$ cat src/rtl/speed_limit_arbiter.sv
// Fixed-priority (drv > sign > map) speed-limit select with hold window and stale fallback; 1-cycle registered outputs.
// Un-acked requests simply stay pending at the requester. `SPEED_LIMIT_RAMP_EN: decreases step down 1 per cycle.
module speed_limit_arbiter #(
   parameter logic [7:0]  DEFAULT_LIMIT = 8'd30,
   parameter logic [7:0]  MAX_LIMIT     = 8'd200,
   parameter logic [7:0]  HOLD_CYCLES   = 8'd16,
   parameter logic [15:0] STALE_CYCLES  = 16'd255
) (
   input  logic       clk,
   input  logic       rst,
   input  logic       drv_req,
   input  logic [7:0] drv_limit,
   input  logic       sign_req,
   input  logic [7:0] sign_limit,
   input  logic       map_req,
   input  logic [7:0] map_limit,
   output logic       drv_ack,
   output logic       sign_ack,
   output logic       map_ack,
   output logic [7:0] speed_limit,
   output logic [1:0] limit_src,
   output logic       limit_valid
);

   localparam logic [1:0] ST_IDLE  = 2'd0;
   localparam logic [1:0] ST_HOLD  = 2'd1;
   localparam logic [1:0] ST_TRACK = 2'd2;

   localparam logic [1:0] SRC_NONE = 2'd0;
   localparam logic [1:0] SRC_MAP  = 2'd1;
   localparam logic [1:0] SRC_SIGN = 2'd2;
   localparam logic [1:0] SRC_DRV  = 2'd3;

   logic [1:0]  r_state;
   logic [1:0]  r_src;
   logic [7:0]  r_speed;
   logic [7:0]  r_hold;
   logic [15:0] r_stale;
   logic        r_valid;
   logic        r_drv_ack;
   logic        r_sign_ack;
   logic        r_map_ack;

   logic [1:0]  w_min_prio;
   logic        w_elig_drv;
   logic        w_elig_sign;
   logic        w_elig_map;
   logic        w_take_drv;
   logic        w_take_sign;
   logic        w_take_map;
   logic        w_acc;
   logic [1:0]  w_acc_src;
   logic [7:0]  w_acc_lim;
   logic [7:0]  w_acc_val;
   logic [7:0]  w_cur_tgt;
   logic [1:0]  w_state_nxt;
   logic [1:0]  w_src_nxt;
   logic [7:0]  w_tgt_nxt;
   logic [7:0]  w_hold_nxt;
   logic [15:0] w_stale_nxt;

   // Only HOLD restricts eligibility to the owner's priority or higher.
   assign w_min_prio  = (r_state == ST_HOLD) ? r_src : SRC_MAP;
   assign w_elig_drv  = drv_req  && (drv_limit  != 8'd0) && (SRC_DRV  >= w_min_prio);
   assign w_elig_sign = sign_req && (sign_limit != 8'd0) && (SRC_SIGN >= w_min_prio);
   assign w_elig_map  = map_req  && (map_limit  != 8'd0) && (SRC_MAP  >= w_min_prio);

   assign w_take_drv  = w_elig_drv;
   assign w_take_sign = w_elig_sign && !w_elig_drv;
   assign w_take_map  = w_elig_map && !w_elig_sign && !w_elig_drv;
   assign w_acc       = w_take_drv || w_take_sign || w_take_map;

   always_comb begin
      w_acc_src = SRC_NONE;
      w_acc_lim = 8'd0;
      if (w_take_drv) begin
         w_acc_src = SRC_DRV;
         w_acc_lim = drv_limit;
      end else if (w_take_sign) begin
         w_acc_src = SRC_SIGN;
         w_acc_lim = sign_limit;
      end else if (w_take_map) begin
         w_acc_src = SRC_MAP;
         w_acc_lim = map_limit;
      end
   end

   assign w_acc_val = (w_acc_lim > MAX_LIMIT) ? MAX_LIMIT : w_acc_lim;

   always_comb begin
      w_state_nxt = r_state;
      w_src_nxt   = r_src;
      w_tgt_nxt   = w_cur_tgt;
      w_hold_nxt  = r_hold;
      w_stale_nxt = r_stale;
      if (w_acc) begin
         w_src_nxt   = w_acc_src;
         w_tgt_nxt   = w_acc_val;
         w_stale_nxt = 16'd0;
         if (w_acc_src != r_src) begin
            w_state_nxt = ST_HOLD;
            w_hold_nxt  = HOLD_CYCLES - 8'd1;
         end else if (r_hold != 8'd0) begin
            w_hold_nxt = r_hold - 8'd1;
         end
      end else if (r_state != ST_IDLE) begin
         if (r_stale >= STALE_CYCLES - 16'd1) begin
            w_state_nxt = ST_IDLE;
            w_src_nxt   = SRC_NONE;
            w_tgt_nxt   = DEFAULT_LIMIT;
            w_hold_nxt  = 8'd0;
            w_stale_nxt = 16'd0;
         end else begin
            w_stale_nxt = r_stale + 16'd1;
            if (r_state == ST_HOLD) begin
               if (r_hold == 8'd0) w_state_nxt = ST_TRACK;
               else                w_hold_nxt  = r_hold - 8'd1;
            end
         end
      end
   end

   always_ff @(posedge clk) begin
      if (rst) begin
         r_state    <= ST_IDLE;
         r_src      <= SRC_NONE;
         r_hold     <= 8'd0;
         r_stale    <= 16'd0;
         r_valid    <= 1'b0;
         r_drv_ack  <= 1'b0;
         r_sign_ack <= 1'b0;
         r_map_ack  <= 1'b0;
      end else begin
         r_state    <= w_state_nxt;
         r_src      <= w_src_nxt;
         r_hold     <= w_hold_nxt;
         r_stale    <= w_stale_nxt;
         r_valid    <= (w_state_nxt != ST_IDLE);
         r_drv_ack  <= w_take_drv;
         r_sign_ack <= w_take_sign;
         r_map_ack  <= w_take_map;
      end
   end

`ifdef SPEED_LIMIT_RAMP_EN
   logic [7:0] r_tgt;

   assign w_cur_tgt = r_tgt;

   // Rises load at once; falls walk the output down one step per cycle.
   always_ff @(posedge clk) begin
      if (rst) begin
         r_tgt   <= DEFAULT_LIMIT;
         r_speed <= DEFAULT_LIMIT;
      end else begin
         r_tgt <= w_tgt_nxt;
         if (w_tgt_nxt >= r_speed) r_speed <= w_tgt_nxt;
         else                      r_speed <= r_speed - 8'd1;
      end
   end
`else
   assign w_cur_tgt = r_speed;

   always_ff @(posedge clk) begin
      if (rst) r_speed <= DEFAULT_LIMIT;
      else     r_speed <= w_tgt_nxt;
   end
`endif

   assign drv_ack     = r_drv_ack;
   assign sign_ack    = r_sign_ack;
   assign map_ack     = r_map_ack;
   assign speed_limit = r_speed;
   assign limit_src   = r_src;
   assign limit_valid = r_valid;

endmodule

$ cat config.mk
export PLATFORM = sky130hd
export DESIGN_NAME = speed_limit_arbiter
export DESIGN_NICKNAME = d
export VERILOG_FILES = /design/src/rtl/speed_limit_arbiter.sv
export SDC_FILE = /design/constraint.sdc
export NUM_CORES = 1
export LEC_CHECK = 0
export ABC_AREA = 1
export ABC_CLOCK_PERIOD_IN_PS = 1950
export CAP_MARGIN = 20
export CORE_ASPECT_RATIO = 1.5
export CORE_MARGIN = 3
export CORE_UTILIZATION = 55
export CTS_BUF_LIST = sky130_fd_sc_hd__clkbuf_4
export CTS_CLUSTER_SIZE = 20
export DETAILED_ROUTE_END_ITERATION = 6
export PLACE_DENSITY = 0.83
export SYNTH_ARGS = -nofsm -noshare
export SYNTH_HDL_FRONTEND = slang
export SYNTH_SLANG_ARGS = --single-unit
$ cat constraint.sdc
create_clock -name clk -period 1.95 [get_ports clk]
set_input_delay 0.2925 -clock clk [delete_from_list [all_inputs] [get_ports clk]]
set_output_delay 0.2925 -clock clk [all_outputs]
set_load 0.01 [all_outputs]
**Word level (Yosys, flattened, before mapping)**

Cells that the tools add are included.
W data, S select, Z words.

- Logic and storage cells: 74
- Input port bits: 29
- Bits in registers: 40
- Output and inout bits: 14

- Eq/ne operators: 4
- Multiplexer cells: 28
- Reductions and logical operators: 26
- Add/subtract/negate cells: 2
- Order comparisons: 5

Operator list:

| operator | count |
|---|---|
| $mux W8 | 14 |
| $reduce_bool A8 Y1 | 4 |
| $mux W2 | 12 |
| $add A16 B1 Y16 const B | 1 |
| $ge A16 B8 Y1 const B | 1 |
| $mux W16 | 1 |
| $logic_and A1 B1 Y1 | 9 |
| $gt A8 B8 Y1 const B | 1 |
| $logic_not A8 Y1 | 1 |
| $reduce_bool A2 Y1 | 4 |
| $sub A8 B1 Y8 const B | 1 |
| $ge A2 B2 Y1 const A | 2 |
| $reduce_and A4 Y1 | 1 |
| $ne A3 B1 Y1 const B | 1 |
| $ne A3 B3 Y1 const B | 1 |
| $reduce_bool A3 Y1 | 1 |
| $eq A2 B1 Y1 const B | 1 |
| $ge A1 B2 Y1 const A | 1 |
| $logic_not A1 Y1 | 2 |
| $logic_or A1 B1 Y1 | 2 |
| $ne A2 B2 Y1 | 1 |
| $reduce_and A2 Y1 | 1 |
| $reduce_or A2 Y1 | 1 |
| $mux W1 | 1 |

**Depth between registers and ports, before layout**

Gate-level depths: netlist of the first run.

- Depth after elaboration: 14
- Mapped depth: 15
- Depth with buffers taken out: 15

**Worst setup path before layout of the first run**

No wires, ideal clock.

- Path kind: input to register
- Start point: input port drv_limit[5]
- End point: register r_hold[1]
- Setup slack: 0.294 ns
- Library setup time: 0.114 ns
- Data arrival time: 1.542 ns
- Stages: 10
- Data required time: 1.836 ns
- Path buffers: 0
- Path through: nor2_2 nand2_2 o21ai_4 nand2_2 xor2_2 nand3_2 nand3_4 nand2_4 o21ai_1 nor2_1

- Cells in the longest elaborated chain, start to end: 11
- Elaborated cells between the ends (all ways): 19
- Classes of those cells: eq/ne (3); mux (5); reduce/logical (11)

RTL lines:

| item | RTL line | source |
|---|---|---|
| start, declared | 12 | `input logic [7:0] drv_limit,` |
| $reduce_bool A8 Y1 * | 64 | `assign w_elig_drv = drv_req && (drv_limit != 8'd0) && (SRC_DRV >= w_min_prio);` |
| $logic_and A1 B1 Y1 * (2 in series) | 64 |  |
| $logic_not A1 Y1 | 69, 70 |  |
| $logic_and A1 B1 Y1 | 70 | `assign w_take_map = w_elig_map && !w_elig_sign && !w_elig_drv;` |
| $mux W1 | 82 | `end else if (w_take_map) begin` |
| $mux W2 | 79 | `end else if (w_take_sign) begin` |
| $mux W2 | 76 | `if (w_take_drv) begin` |
| $ne A2 B2 Y1 | 100 | `if (w_acc_src != r_src) begin` |
| $ne A3 B1 Y1 (no source line) or $mux W8 (tied branches) | -- |  |
| $reduce_and A4 Y1 (no source line) or $mux W8 (tied branches) | -- |  |
| end signal, assigned | 136 | `r_hold <= w_hold_nxt;` |
| end, declared | 37 | `logic [7:0] r_hold;` |

Mark *: on every way between the ends. The rest lies on a longest branch, timed or not.
A chain may end at the register's enable or synchronous reset.

**Worst setup path in the final report of the first run**

- Start point: input port sign_limit[2]
- End point: register r_speed[2] (netlist: speed_limit[2])

- Cells in the longest elaborated chain, start to end: 12
- Elaborated cells between the ends (all ways): 18
- Classes of those cells: order compare (1); mux (5); reduce/logical (12)

RTL lines:

| item | RTL line | source |
|---|---|---|
| start, declared | 14 | `input logic [7:0] sign_limit,` |
| $reduce_bool A8 Y1 | 65 | `assign w_elig_sign = sign_req && (sign_limit != 8'd0) && (SRC_SIGN >= w_min_prio);` |
| $logic_and A1 B1 Y1 (2 in series) | 65 |  |
| $logic_not A1 Y1 | 70 |  |
| $logic_and A1 B1 Y1 (2 in series) | 70 |  |
| $mux W8 | 82 |  |
| $mux W8 | 79 |  |
| $mux W8 | 76 |  |
| $gt A8 B8 Y1 | 88 | `assign w_acc_val = (w_acc_lim > MAX_LIMIT) ? MAX_LIMIT : w_acc_lim;` |
| $mux W8 | 88 |  |
| $mux W8 | 96 | `if (w_acc) begin` |
| end signal, assigned | 166 | `else r_speed <= w_tgt_nxt;` |
| end, declared | 36 | `logic [7:0] r_speed;` |

Several ways; a longest one is shown, not always the timed one.

==> results of run 1 <==
layer usage:
layer	GRT usage (%)	up-vias	wire length, um
met2	50.3	97	3850
met5	0	-	0
li1	-	1326	-
met3	4.75	33	288
met1	24.0	1244	2380
met4	15.7	0	367
final cells by class:
cell class                      count  area, um2  area share, %
Clock buffer                        5       37.5           1.09
Clock inverter                      3       46.3           1.34
Inverter                           59        228           6.61
Multi-Input combinational cell    259       1430           41.5
Sequential cell                    40        805           23.3
Tap cell                           46       57.6           1.67
Timing Repair Buffer               89        842           24.4
cells in the final DEF, fill, tap and decap left out, drive strengths merged:
cell type,count
nand2,81
nor2,65
inv,56
buf,46
nand3,42
dfxtp,40
clkdlybuf4s50,33
a21oi,18
o21ai,14
nor3,13
dlymetal6s2s,9
xor2,7
clkbuf,6
nand4,4
ha,4
clkinv,4
or2,2
nor4,1
o21bai,1
a21o,1
and3,1
nor3b,1
a32o,1
nand3b,1
xnor2,1
o22ai,1
clkinvlp,1
bufinv,1
cells by family (layout without fill, tap and decap cells):
family | Yosys count | count (layout) | synth area share, %
AND/OR/NAND/NOR | 211 | 211 | 42.0
buffers and inverters | 63 | 156 | 11.3
flip-flops | 40 | 40 | 33.0
AO/OA/AOI/OAI | 36 | 36 | 8.50
XOR/XNOR | 8 | 8 | 3.19
adder cells (fa/ha/maj) | 4 | 4 | 2.06
metrics by stage:
stage	cells	cell area, um2	TNS (ns)	setup slack, ns	utilization (%)
global route	501	3450	-0.357	-0.158	81.2
CTS	498	3300	0	0.00710	77.7
global placement	490	3220	-6.48	-0.324	75.8
floorplan	362	2430	0	0.294	-
detailed placement	490	3220	-8.40	-0.372	75.8
finish	501	3450	-0.0314	-0.0314	81.2
worst max-delay path by stage:
stage                              from              to  slack (ns)  cells past startpoint
after floorplan            drv_limit[5]       r_hold[1]        0.29                     10
after global placement     drv_limit[2]  speed_limit[3]       -0.32                     15
after detailed placement   drv_limit[2]  speed_limit[1]       -0.37                     14
after CTS                  drv_limit[2]  speed_limit[1]       0.007                     14
after global routing      sign_limit[6]  speed_limit[2]       -0.16                     15
final                     sign_limit[2]  speed_limit[2]       -0.03                     15
flip-flops by register name, summed over array words and instances (netlist names):
register	count
r_hold	8
sign_ack	1
speed_limit	8
r_state	2
limit_src	2
limit_valid	1
drv_ack	1
map_ack	1
r_stale	16
critical path, delay by kind of cell:
kind | cells | cell delay (ns)
AO/OA/AOI/OAI | 1 | 0.19
buffers and inverters | 2 | 0.62
AND/OR/NAND/NOR | 12 | 1.17
power by group through the flow:
stage	sequential, mW	combinational, mW	clock [mW]
6_report	0.896	0.640	0.586
3_5_place_dp	0.910	0.589	0
2_1_floorplan	0.917	0.297	0
4_1_cts	0.892	0.593	0.602
3_3_place_gp	0.909	0.576	0
5_1_grt	0.901	0.699	0.635
timing repair:
action,4_1_cts,5_1_grt
hold buffers,0,0
gates resized for setup,0,38
setup endpoints to repair,0,22
setup buffers,0,2
==> results.cfg, run 1 <==
[status]
status = finished with violations
violations = setup timing

[synth]
yosys.area.top_type = dfxtp_1
synth_cell_types = 40
avgSynthCellArea_um2 = 6.71
synth_edf_count = 0
ys_top_cells_by_area = dfxtp_1 33%, nand2_1 11%, nor2_1 8.7%
yosys_register_bits = 40
synth.most_common_cell = nand2_1
synth_top_area_share_pct = 33.0
synth_fp_nets = 395
synth_common_cells = 69 x nand2_1, 56 x nor2_1, 51 x inv_1
yosys_warnings = 0
ys_seq_area_share_pct = 33.0
netlist_area_um2 = 2430
synth_cells = 362
ys.flop_type = dfxtp_1
async_flop_share_pct = 0

[global_routing]
track_usage_pct = 26.2
grt_pass1_vias = 2560
grt_max_degree = 15
grt_overflow = 0
antenna_found_initial = 0
grt_pass1_wl_mm = 10.5

[power]
seq_power_share_pct = 42.2
sw_frac_of_total_pct = 31.9
max-vdd-ir-drop_mv = 0.591
cellPowerDensity_nw_per_um2 = 615
p_leak_nw = 1.67
power_mw = 2.12
power.switching_mw = 0.678
p_int_mw = 1.44
power_frac_clock_pct = 27.6
power_frac_comb_pct = 30.2

[timing]
layout_setup_ws_ns = -0.0314
finalWorstPathRequiredPeriod_ns = 1.98
drv_slew = 0
finalHoldViolations = 0
worst_slew_pin_slew_ns = 0.309
relSlewSlack_pct = 79.2
holdWs_ns = 0.455
period_share_pct = 102
finClkSkew_ns = 0.0126
fmax_mhz = 505
setup_viol = 1

[clock_network]
h-tree-depth = 2
clkTransAtPathRegs_ns = 0.14
clkLatencyLatePin_ns = 0.37
cts_tree = done
cts-root-buf = clkbuf_4
clock_path_buffers = 2
cts_sinks = 40
cts_buffers = 5

[drt]
vias = 2700
avgRoutedWirePerCell_um = 13.7
wl_mm = 6.89
route.antenna.remaining_nets = 0
first_pass_iters = 4
drc = 0
drtIter0Drc = 152
routed_via_density = 5.39

[critical_path]
endpoint_kind = register
r2r_start = r_state[1]
cp_slowest_cell = clkdlybuf4s50_1
crit_arrival_ns = 2.27
r2r_setup_slack_ns = 0.03
cp-start-kind = input port
worst-path-max-fanout = 6
critPathMaxStageDelay_ns = 0.46
crit_type = input port to register
required_ns = 2.23
timing.rr.end = speed_limit[2]
path_cells = clkdlybuf4s50_1 -> nor2_2 -> nand2_1 -> nor2_2 -> nor2_4 -> buf_4 -> nand3_1 -> nand2_1 -> nor2_1 -> nand2_1 -> nor2_1 -> nand2_1 -> nand2_2 -> nand2_1 -> a21oi_1
crit_top_cell = nand2_1
r2r_cells = 14

[place]
gp_congestion = 1.03
portBuffers = 42
dpl.hpwl_mm = 5.00

[flow_run]
maxCapViolCount = 0

[layout]
final_nets = 487
antennaDiodeCount = 0
drive_gt1_share_pct = 25.3
fill_cells = 280
syn_to_final_growth_pct = 41.9

[die]
start_util_pct = 57.2
row_count = 29
core_region_area_um2 = 4250
die_x_um = 60.3
die-area_um2 = 5270
die_h_um = 87.4
io_pins = 43

[hold_path]
hp-start = r_stale[12]
hold_path_depth = 2
hold-path-endpoint = r_stale[12]
min_path_type = register to register
Note: power is estimated with default switching activity, not from simulation.
==> run 2: changes to the inputs <==
- CORE_MARGIN: 3 -> 5
==> results.cfg, run 2 (synthesis results as in run 1) <==
[timing]
drv_slew = 0
layout_setup_ws_ns = 0.105
finalHoldViolations = 0
setup_viol = 0
relSlewSlack_pct = 77.4
fmax_mhz = 542
holdWs_ns = 0.457
period_share_pct = 94.6
worst_slew_pin_slew_ns = 0.336
finClkSkew_ns = 0.0111
finalWorstPathRequiredPeriod_ns = 1.85

[place]
portBuffers = 42
dpl_cell_area_um2 = 3180
dpl.hpwl_mm = 5.15
place_ws_ns = -0.388
gp_congestion = 0.899
dp.cells = 488

[critical_path]
r2r_start = r_state[1]
required_ns = 2.24
crit_end = r_hold[5]
worst-path-max-fanout = 7
endpoint_kind = register
crit_type = input port to register
r2r_cells = 14
cp-start-kind = input port
crit_arrival_ns = 2.14
startpoint = sign_limit[3]
timing.rr.end = speed_limit[1]
r2r_setup_slack_ns = 0.15

[drt]
route.antenna.remaining_nets = 0
vias = 2579
avgRoutedWirePerCell_um = 12.7
drtIter0Drc = 166
wl_mm = 6.33
first_pass_iters = 4
routed_via_density = 5.16
drc = 0

[clock_network]
cts_tree = done
clkTransAtPathRegs_ns = 0.12
cts_buffers = 5
h-tree-depth = 2
cts_sinks = 40
clkLatencyLatePin_ns = 0.36
cts-root-buf = clkbuf_4
clock_path_buffers = 2

[layout]
fill_cells = 302
top_register = r_stale
finalNonFillerCells = 500
antennaDiodeCount = 0
syn_to_final_growth_pct = 39.9
final_area_um2 = 3400
layout_commonest_cell = nand2_1
drive_gt1_share_pct = 23.3
final_nets = 487
largest_reg_flops = 16
final_cell_mix = 67 x nand2_1, 50 x inv_1, 47 x nor2_1

[hold_path]
min_path_type = register to register

[flow_run]
maxCapViolCount = 0

[die]
start_util_pct = 57.2
die-area_um2 = 5870
core_region_area_um2 = 4250
row_count = 29
die_h_um = 91.4
io_pins = 43
die_x_um = 64.3

[global_routing]
antenna_found_initial = 0
grt_pass1_wl_mm = 10.5
grt_max_degree = 13
track_usage_pct = 22.2
grt_overflow = 0
grt_pass1_vias = 2514

[power]
cellPowerDensity_nw_per_um2 = 638
p_leak_nw = 1.65
max-vdd-ir-drop_mv = 0.886
power_mw = 2.17

[status]
status = completed
==> run 2: cell count changes in the layout (fill, tap and decap cells not counted), moves of 2 or more <==
cell     change
nand2_1      +3
o21ai_1      +2
buf_12       -2
dfxtp_2      -2
dfxtp_1      +2
nand2_2      -3
==> run 2: report_power, final <==
group	switching, mW	total (mW)	internal [mW]
combinational	0.313	0.606	0.293
sequential	0.0322	0.893	0.861
clock	0.274	0.667	0.392
==> run 2: what timing repair did <==
| action | 4_1_cts | 5_1_grt |
|---|---|---|
| endpoints found under the setup margin | 0 | 21 |
| buffers inserted | 0 | 4 |
| resized for setup | 0 | 31 |
| hold buffers | 0 | 0 |
==> run 2: worst min path at each step <==
stage	from	endpoint	slack (ns)	cells past startpoint
2_1_floorplan	r_stale[12]	r_stale[12]	0.42	2
4_1_cts	r_stale[9]	r_stale[9]	0.46	2
3_5_place_dp	r_stale[9]	r_stale[9]	0.44	2
5_1_grt	r_stale[9]	r_stale[9]	0.47	2
6_report	r_stale[11]	r_stale[11]	0.46	2
3_3_place_gp	r_stale[15]	r_stale[15]	0.43	2
==> run 2: layout make-up <==
type | instances | area [um2] | area share (%)
clock buffers | 5 | 37.5 | 1.10
clock inverters | 2 | 60.1 | 1.77
inverters | 59 | 228 | 6.70
multi-input cells | 260 | 1420 | 41.8
flip-flops and latches | 40 | 802 | 23.6
well taps | 46 | 57.6 | 1.69
repair buffers | 88 | 793 | 23.3
==> run 2: per-layer routing <==
layer | track usage, % | wire, um
met5 | 0 | 0
met4 | 12.1 | 258
met3 | 3.46 | 233
met2 | 41.4 | 3400
met1 | 22.7 | 2440
==> run 2: per-stage QoR <==
stage,TNS (ns),utilization (%)
after floorplan,0,-
after global placement,-4.83,74.8
after detailed placement,-6.62,74.8
after CTS,0,77.1
after global routing,-0.0697,80.0
final,0,80.0
==> run 2: worst max-delay path, cell delays in order <==
cell             delay [ns]
clkdlybuf4s50_1        0.45
nor2_2                 0.14
nand4_1                0.17
nand2_4                0.18
nand2_2                0.09
xor2_2                 0.22
nand3_2                0.13
nand3_4                0.14
buf_6                  0.12
nand3_1                0.06
a21oi_1                0.14
